===== config.mk =====
export PLATFORM = sky130hd
export DESIGN_NAME = padder_576
export DESIGN_NICKNAME = d
export VERILOG_FILES = /design/src/rtl/padder_576.sv
export SDC_FILE = /design/constraint.sdc
export NUM_CORES = 1
export LEC_CHECK = 0
export BUFFER_PORTS_ARGS = -buffer_cell sky130_fd_sc_hd__buf_4
export CORE_MARGIN = 3
export CORE_UTILIZATION = 30
export CTS_BUF_LIST = sky130_fd_sc_hd__clkbuf_2
export CTS_CLUSTER_SIZE = 14
export DETAILED_ROUTE_END_ITERATION = 10
export GPL_ROUTABILITY_DRIVEN = 0
export SYNTH_ARGS = -nofsm -noshare
export SYNTH_HDL_FRONTEND = slang
export SYNTH_SLANG_ARGS = --single-unit

===== constraint.sdc =====
create_clock -name i_clk -period 19.1 [get_ports i_clk]
set_input_delay 0.955 -clock i_clk [delete_from_list [all_inputs] [get_ports i_clk]]
set_output_delay 0.955 -clock i_clk [all_outputs]
set_load 0.01 [all_outputs]

===== src/rtl/padder_576.sv =====
// padder_576: assembles 64-bit message words into 576-bit SHA3-512 rate blocks with SHA3 padding
module padder_576 (
    input  logic         i_clk,
    input  logic         i_reset,
    input  logic [63:0]  i_in,
    input  logic         i_in_ready,
    input  logic         i_is_last,
    input  logic [2:0]   i_byte_num,
    input  logic         i_f_ack,
    output logic         o_buffer_full,
    output logic [575:0] o_out,
    output logic         o_out_ready,
    output logic         o_last_block
);
    typedef enum logic [1:0] {ABSORB, PAD, FULL} state_t;
    state_t         r_state;
    logic [3:0]     r_cnt;
    logic [575:0]   r_buf;
    logic           r_final;
    logic           w_tail;
    logic [63:0]    w_keep;
    logic [63:0]    w_word;
    // the next word to enter the buffer lands in slot 9
    assign w_tail = r_cnt == 4'd8;
    // host bytes 0..byte_num-1 survive; the 0x06 domain byte sits right after them (7-b == ~b)
    assign w_keep = ~(64'hFFFF_FFFF_FFFF_FFFF >> {i_byte_num, 3'b000});
    assign w_word = !i_is_last ? i_in
                  : (i_in & w_keep) | (64'h06 << {~i_byte_num, 3'b000}) | {56'd0, w_tail, 7'd0};
    // handshake outputs come straight from registered state, no path from in_ready or f_ack
    assign o_out         = r_buf;
    assign o_buffer_full = r_state == FULL;
    assign o_out_ready   = r_state == FULL;
    assign o_last_block  = r_state == FULL && r_final;
    // absorb host words, zero-fill with the closing 0x80 word, hold the block until acked
    always_ff @(posedge i_clk or posedge i_reset) begin
        if (i_reset) begin
            r_state <= ABSORB;
            r_cnt   <= 4'd0;
            r_buf   <= '0;
            r_final <= 1'b0;
        end else begin
            case (r_state)
                ABSORB: if (i_in_ready) begin
                    r_buf <= {r_buf[511:0], w_word};
                    r_cnt <= r_cnt + 4'd1;
                    if (w_tail) begin
                        r_state <= FULL;
                        r_final <= i_is_last;
                    end else if (i_is_last) begin
                        r_state <= PAD;
                        r_final <= 1'b1;
                    end
                end
                PAD: begin
                    r_buf <= {r_buf[511:0], w_tail ? 64'h80 : 64'h0};
                    r_cnt <= r_cnt + 4'd1;
                    if (w_tail) r_state <= FULL;
                end
                FULL: if (i_f_ack) begin
                    r_state <= ABSORB;
                    r_cnt   <= 4'd0;
                    r_buf   <= '0;
                    r_final <= 1'b0;
                end
                default: r_state <= ABSORB;
            endcase
        end
    end
endmodule


==> results.yml, run 1 <==
timing:
  min_period_ns: 5.36
  skew_ns: 0.121
  worst_slew_pin_slew_ns: 1.22
  tns_ns: 0
  fin_crit_sh: 0.280
  drv_slew: 0
  max_freq_mhz: 187
  rsz0062_at_grt: "false"
  finalHoldViolations: 0
  fin_hold_ws_ns: 0.346
  slew_headroom: 0.188
  setup_viol: 0
drt:
  drt-pass1-iter-count: 5
  drtIter0Drc: 2186
  num_vias: 24000
  ant_nets: 0
  wl_um: 96900
  via_per_inst: 5.25
  drc: 0
  wl_per_cell_um: 21.2
clock_network:
  cts_tree: "done"
  insertion_delay_ns: 1.36
  post_cts.repair.setup_buffers: 0
  htreeDepth: 4
  cts.sinks: 583
  clkTransAtPathRegs_ns: 0.10
  numCtsBuffers: 162
  clk_path_buf_depth: 3
  cts_hold_buf: 88
  cts-resized-gates: 0
  cts-root-buf: "clkbuf_2"
placed_design:
  dp_hpwl_um: 60000
  numPortBuffers: 650
  dp.cells: 4192
synth:
  yosys_warnings: 0
  syn_area_per_cell_um2: 9.63
  syn_inst: 2685
  synth_area_leaders: "dfrtp_1 (56%), o31ai_1 (17%), o21ai_0 (10%), nand2_1 (7.6%), clkbuf_1 (4.3%)"
  syn_nets: 2763
  ys_types: 41
  ys.flop_type: "dfrtp_1"
  synthArstFlopShare: 1.00
  synth_top_area_share: 0.564
  synth_area_um2: 25900
  ys_seq_area_frac: 0.564
  ys_ff_latch: 583
  synth_area_leader_cell: "dfrtp_1"
  synth_edf_count: 0
floorplanning:
  core_area_um2: 85300
  die_h_um: 300
  fp-row-count: 107
  dieArea_um2: 89800
  dieWidth_um: 300
  io_pins: 651
  start_util: 0.303
power_and_ir_drop:
  sequentialPowerShare: 0.382
  switching_power_uw: 2810
  p_int_uw: 3090
  p_clk_frac: 0.154
  p_per_area_nw_per_um2: 176
  leakagePower_uw: 0.0174
  ir_worst_vdd_uv: 196
  p_comb_frac: 0.465
  switching_share: 0.476
setup_path:
  rr_startpoint: "r_state[0]"
  cpPeakStageDelay_ns: 0.97
  slowest_stage: "buf_4"
  crit_path_start_kind: "register"
  cp.arrival_ns: 6.51
  r2r_slack_ns: 13.74
  cp_cell_sequence: "inv_1, ha_1, nor2b_4, buf_4, buf_4, buf_4, buf_4, o31ai_1, o21ai_0"
  r2r_end: "o_out[561]"
  reg2reg_depth: 9
  end_kind: "register"
  path_max_fanout: 99
  cpMostUsedCell: "buf_4"
  worstPathRequired_ns: 20.25
  crit_type: "register to register"
layout:
  fin_util: 0.394
  area_delta_synth_final_pct: 30.0
  layout.nets: 3378
  drive_gt1_frac: 0.282
  fill_cells: 8646
  layoutNonFillerInstCount: 4575
global_route:
  grt_start_max_net_pins: 231
  grt_pass1_vias: 23400
  antenna_found_initial: 3
  overflow: 0
  grt_pass1_wl_um: 146000
  track_usage: 0.206
run:
  cap_violations: 0
worst_hold_path:
  holdCritStartpoint: "i_byte_num[2]"
  holdPathStages: 4
  holdPathEnd: "o_out[24]"
  worstHoldPathType: "primary input to register"
run_status:
  status: "completed"
-- metrics by stage --
step	total power (uW)	setup slack (ns)	area, um2
6_report	5910	13.74	33600
5_1_grt	6300	13.56	33600
2_1_floorplan	3520	1.83	25900
4_1_cts	5950	13.99	33600
3_5_place_dp	4990	14.10	31300
3_3_place_gp	4980	14.08	31300
-- placed cells by master (no fill, tap or decap), types with 7 or more instances in the layout --
cell,n
buf_4,679
dfrtp_1,583
o31ai_1,582
nand2_1,521
o21ai_0,521
clkbuf_2,244
dlygate4sd3_1,88
inv_1,32
clkinv_1,29
a22o_1,18
mux2_2,12
nor4b_1,12
nor2_1,10
nor3b_1,8
clkinv_2,8
nand3_1,7
-- cell usage after synthesis (all sizes together), types with 2 or more instances --
library cell	count
inv	33
nor4	2
ha	6
nor3b	8
nand3	7
a21oi	6
nor4b	12
nor2b	5
o311ai	2
nand2	521
nand4b	3
nand4	2
dfrtp	583
a21o	2
o31ai	582
o41ai	4
buf	27
clkbuf	294
or3	4
nand2b	7
a22o	18
nor2	10
o21ai	521
mux2	12
-- critical path: cells and delay by family (launching register included) --
kind	cells	cell delay, ns
simple gates	1	0.24
compound gates	2	0.27
flops	1	0.48
fa+ha+maj	1	0.43
buf+inv	5	3.43
-- power groups by stage --
stage / clock network [uW] / registers [uW] / logic [uW]
6_report: 907 / 2260 / 2750
5_1_grt: 1010 / 2330 / 2960
4_1_cts: 946 / 2250 / 2750
3_5_place_dp: 0 / 2270 / 2720
3_3_place_gp: 0 / 2270 / 2710
2_1_floorplan: 0 / 2330 / 1190
-- flip-flops by register name, summed over array words and instances, names as in the netlist --
signal	cells
o_out	576
r_cnt	4
r_final	1
r_state	2
-- area by class of cell --
cell class / instances / area (um2) / share of cell area
timing repair buffer: 772 / 6080 / 0.181
tap: 1144 / 1430 / 0.0426
multi-input combinational: 1748 / 9950 / 0.296
clock inverter: 45 / 218 / 0.00647
sequential: 583 / 14600 / 0.434
inverter: 33 / 131 / 0.00391
antenna: 6 / 15.0 / 0.000446
clock buffer: 244 / 1220 / 0.0363
-- worst max path at each step --
stage	start	endpoint	slack, ns	depth (start not counted)
2_1_floorplan	i_reset	o_out[0]	1.83	1
3_3_place_gp	i_in_ready	o_out[486]	14.08	8
3_5_place_dp	i_in_ready	o_out[491]	14.10	8
4_1_cts	r_state[0]	o_out[561]	13.99	9
5_1_grt	r_state[0]	o_out[561]	13.56	9
6_report	r_state[0]	o_out[561]	13.74	9
-- routing by layer --
| metal | global-route usage | share of wire | up-vias |
|---|---|---|---|
| met5 | 0 | 0 | - |
| met4 | 0.0959 | 0.041 | 0 |
| met3 | 0.0631 | 0.082 | 202 |
| met2 | 0.296 | 0.44 | 971 |
| met1 | 0.284 | 0.44 | 11800 |
| li1 | - | - | 11100 |
-- cell families (layout without fill, tap and decap cells) --
group,Yosys count,count (layout),synth area share
AO/OA/AOI/OAI,1140,1140,0.281
adder cells (fa/ha/maj),6,6,0.00290
buffers and inverters,354,1094,0.0533
flip-flops,583,583,0.564
multiplexers,13,13,0.00561
other,0,6,0
AND/OR/NAND/NOR,589,589,0.0933
No activity file was read; power rests on OpenSTA's default activity.
==> run 2: changes to the inputs <==
==> constraint.sdc (replaced) <==
create_clock -name i_clk -period 5.1 [get_ports i_clk]
set_input_delay 0.255 -clock i_clk [delete_from_list [all_inputs] [get_ports i_clk]]
set_output_delay 0.255 -clock i_clk [all_outputs]
set_load 0.01 [all_outputs]
==> results.yml, run 2 (synthesis results as in run 1) <==
floorplanning:
  die_h_um: 300
  fp-row-count: 107
  core_area_um2: 85300
  dieWidth_um: 300
  start_util: 0.303
  dieArea_um2: 89800
  io_pins: 651
layout:
  drive_gt1_frac: 0.271
  final_cell_mix: "buf_4 (676), dfrtp_1 (583), o31ai_1 (582), nand2_1 (521), o21ai_0 (521)"
  final_common_cell: "buf_4"
  fill_cells: 8504
  area_delta_synth_final_pct: 36.3
  layout.nets: 3541
  stdcell_area_um2: 35300
  multi_input_area_um2: 9950
  fin_util: 0.414
  layoutNonFillerInstCount: 4706
  regArea_um2: 14600
  largest_register_ffs: 576
power_and_ir_drop:
  switching_share: 0.467
  p_comb_frac: 0.481
  p_int_uw: 12100
  ir_worst_vdd_uv: 471
  sequentialPowerShare: 0.373
  p_clk_frac: 0.146
  p_per_area_nw_per_um2: 646
  switching_power_uw: 10600
  leakagePower_uw: 0.0181
timing:
  setup_ws_ns: 1.37
  setup_viol: 0
  finalHoldViolations: 0
  worst_slew_pin_slew_ns: 1.25
  max_freq_mhz: 268
  skew_ns: 0.114
  min_period_ns: 3.73
  tns_ns: 0
  drv_slew: 0
  slew_headroom: 0.163
  rsz0062_at_grt: "false"
  fin_crit_sh: 0.731
placed_design:
  dp.cells: 4201
  place_area_um2: 31500
  numPortBuffers: 650
  dp_hpwl_um: 61700
  pre_cts_ws_ns: 1.81
global_route:
  antenna_found_initial: 3
  grt_pass1_wl_um: 153000
  grt_pass1_vias: 24600
  grt_start_max_net_pins: 215
  overflow: 0
  track_usage: 0.215
setup_path:
  worstPathRequired_ns: 6.29
  r2r_slack_ns: 1.37
  rr_startpoint: "r_state[0]"
  end_kind: "register"
  reg2reg_depth: 7
  cp-startpoint: "r_state[0]"
  path_max_fanout: 68
  r2r_end: "o_out[4]"
  cp.arrival_ns: 4.92
  crit_type: "register to register"
  crit_path_start_kind: "register"
drt:
  wl_per_cell_um: 21.3
  met1_length_um: 43900
  wl_met2_um: 44600
  top_layer_used: "met4"
  drt-pass1-iter-count: 5
  via_per_inst: 5.24
  wl_um: 100000
  ant_nets: 0
  drtIter0Drc: 2131
  drc: 0
  wl_met3_um: 7040
  num_vias: 24700
clock_network:
  insertion_delay_ns: 1.38
  clkTransAtPathRegs_ns: 0.10
  clk_path_buf_depth: 3
  htreeDepth: 4
  cts.sinks: 583
  post_cts.repair.setup_buffers: 0
  cts_tree: "done"
  numCtsBuffers: 164
  cts-root-buf: "clkbuf_2"
worst_hold_path:
  holdPathStages: 6
  holdCritStartpoint: "i_f_ack"
  worstHoldPathType: "primary input to register"
  holdPathEnd: "o_out[201]"
run:
  cap_violations: 0
run_status:
  status: "completed"
==> run 2: what timing repair did <==
item                                    CTS  global route
gates resized for setup                   0             0
endpoints found under the hold margin  1071             0
hold buffers                            240             0
==> run 2: final cells by class <==
cell class,instances,share of cell area
clock inverter,21,0.00408
multi-input combinational,1748,0.282
tap,1144,0.0406
timing repair buffer,933,0.222
sequential,583,0.414
clock buffer,240,0.0341
inverter,33,0.00362
antenna,4,0.000284
==> run 2: power groups by stage <==
stage	clock network, uW	registers (uW)	logic, uW
global route	3700	8760	11800
floorplan	0	8730	4460
CTS	3480	8480	10900
finish	3320	8480	11000
detailed placement	0	8560	10400
global placement	0	8560	10300
==> run 2: worst max-delay path, cell delays in order, from the launching register on <==
cell,delay (ns)
dfrtp_1,0.47
inv_1,0.11
ha_1,0.31
nor2b_4,0.51
or3_4,0.75
buf_4,0.63
o21ai_0,0.19
dlygate4sd3_1,0.59
==> run 2: how the worst max path moves through the flow <==
stage | end | slack (ns) | depth (start not counted)
2_1_floorplan | o_out[0] | -3.10 | 1
3_3_place_gp | o_out[256] | 1.88 | 6
3_5_place_dp | o_out[381] | 1.81 | 6
4_1_cts | o_out[4] | 1.32 | 7
5_1_grt | o_out[4] | 1.09 | 7
6_report | o_out[4] | 1.37 | 7
==> run 2: stage by stage <==
stage | hold WS (ns) | total power, uW
final | 0.352 | 22800
after CTS | 0.0233 | 22900
after global placement | 0.285 | 18800
after floorplan | 0.391 | 13200
after global routing | 0.198 | 24300
after detailed placement | 0.284 | 18900
==> run 2: layer usage <==
layer	GRT usage	vias to the layer above
li1	-	11400
met1	0.295	12100
met2	0.314	936
met3	0.0575	224
met5	0	-
met4	0.107	0
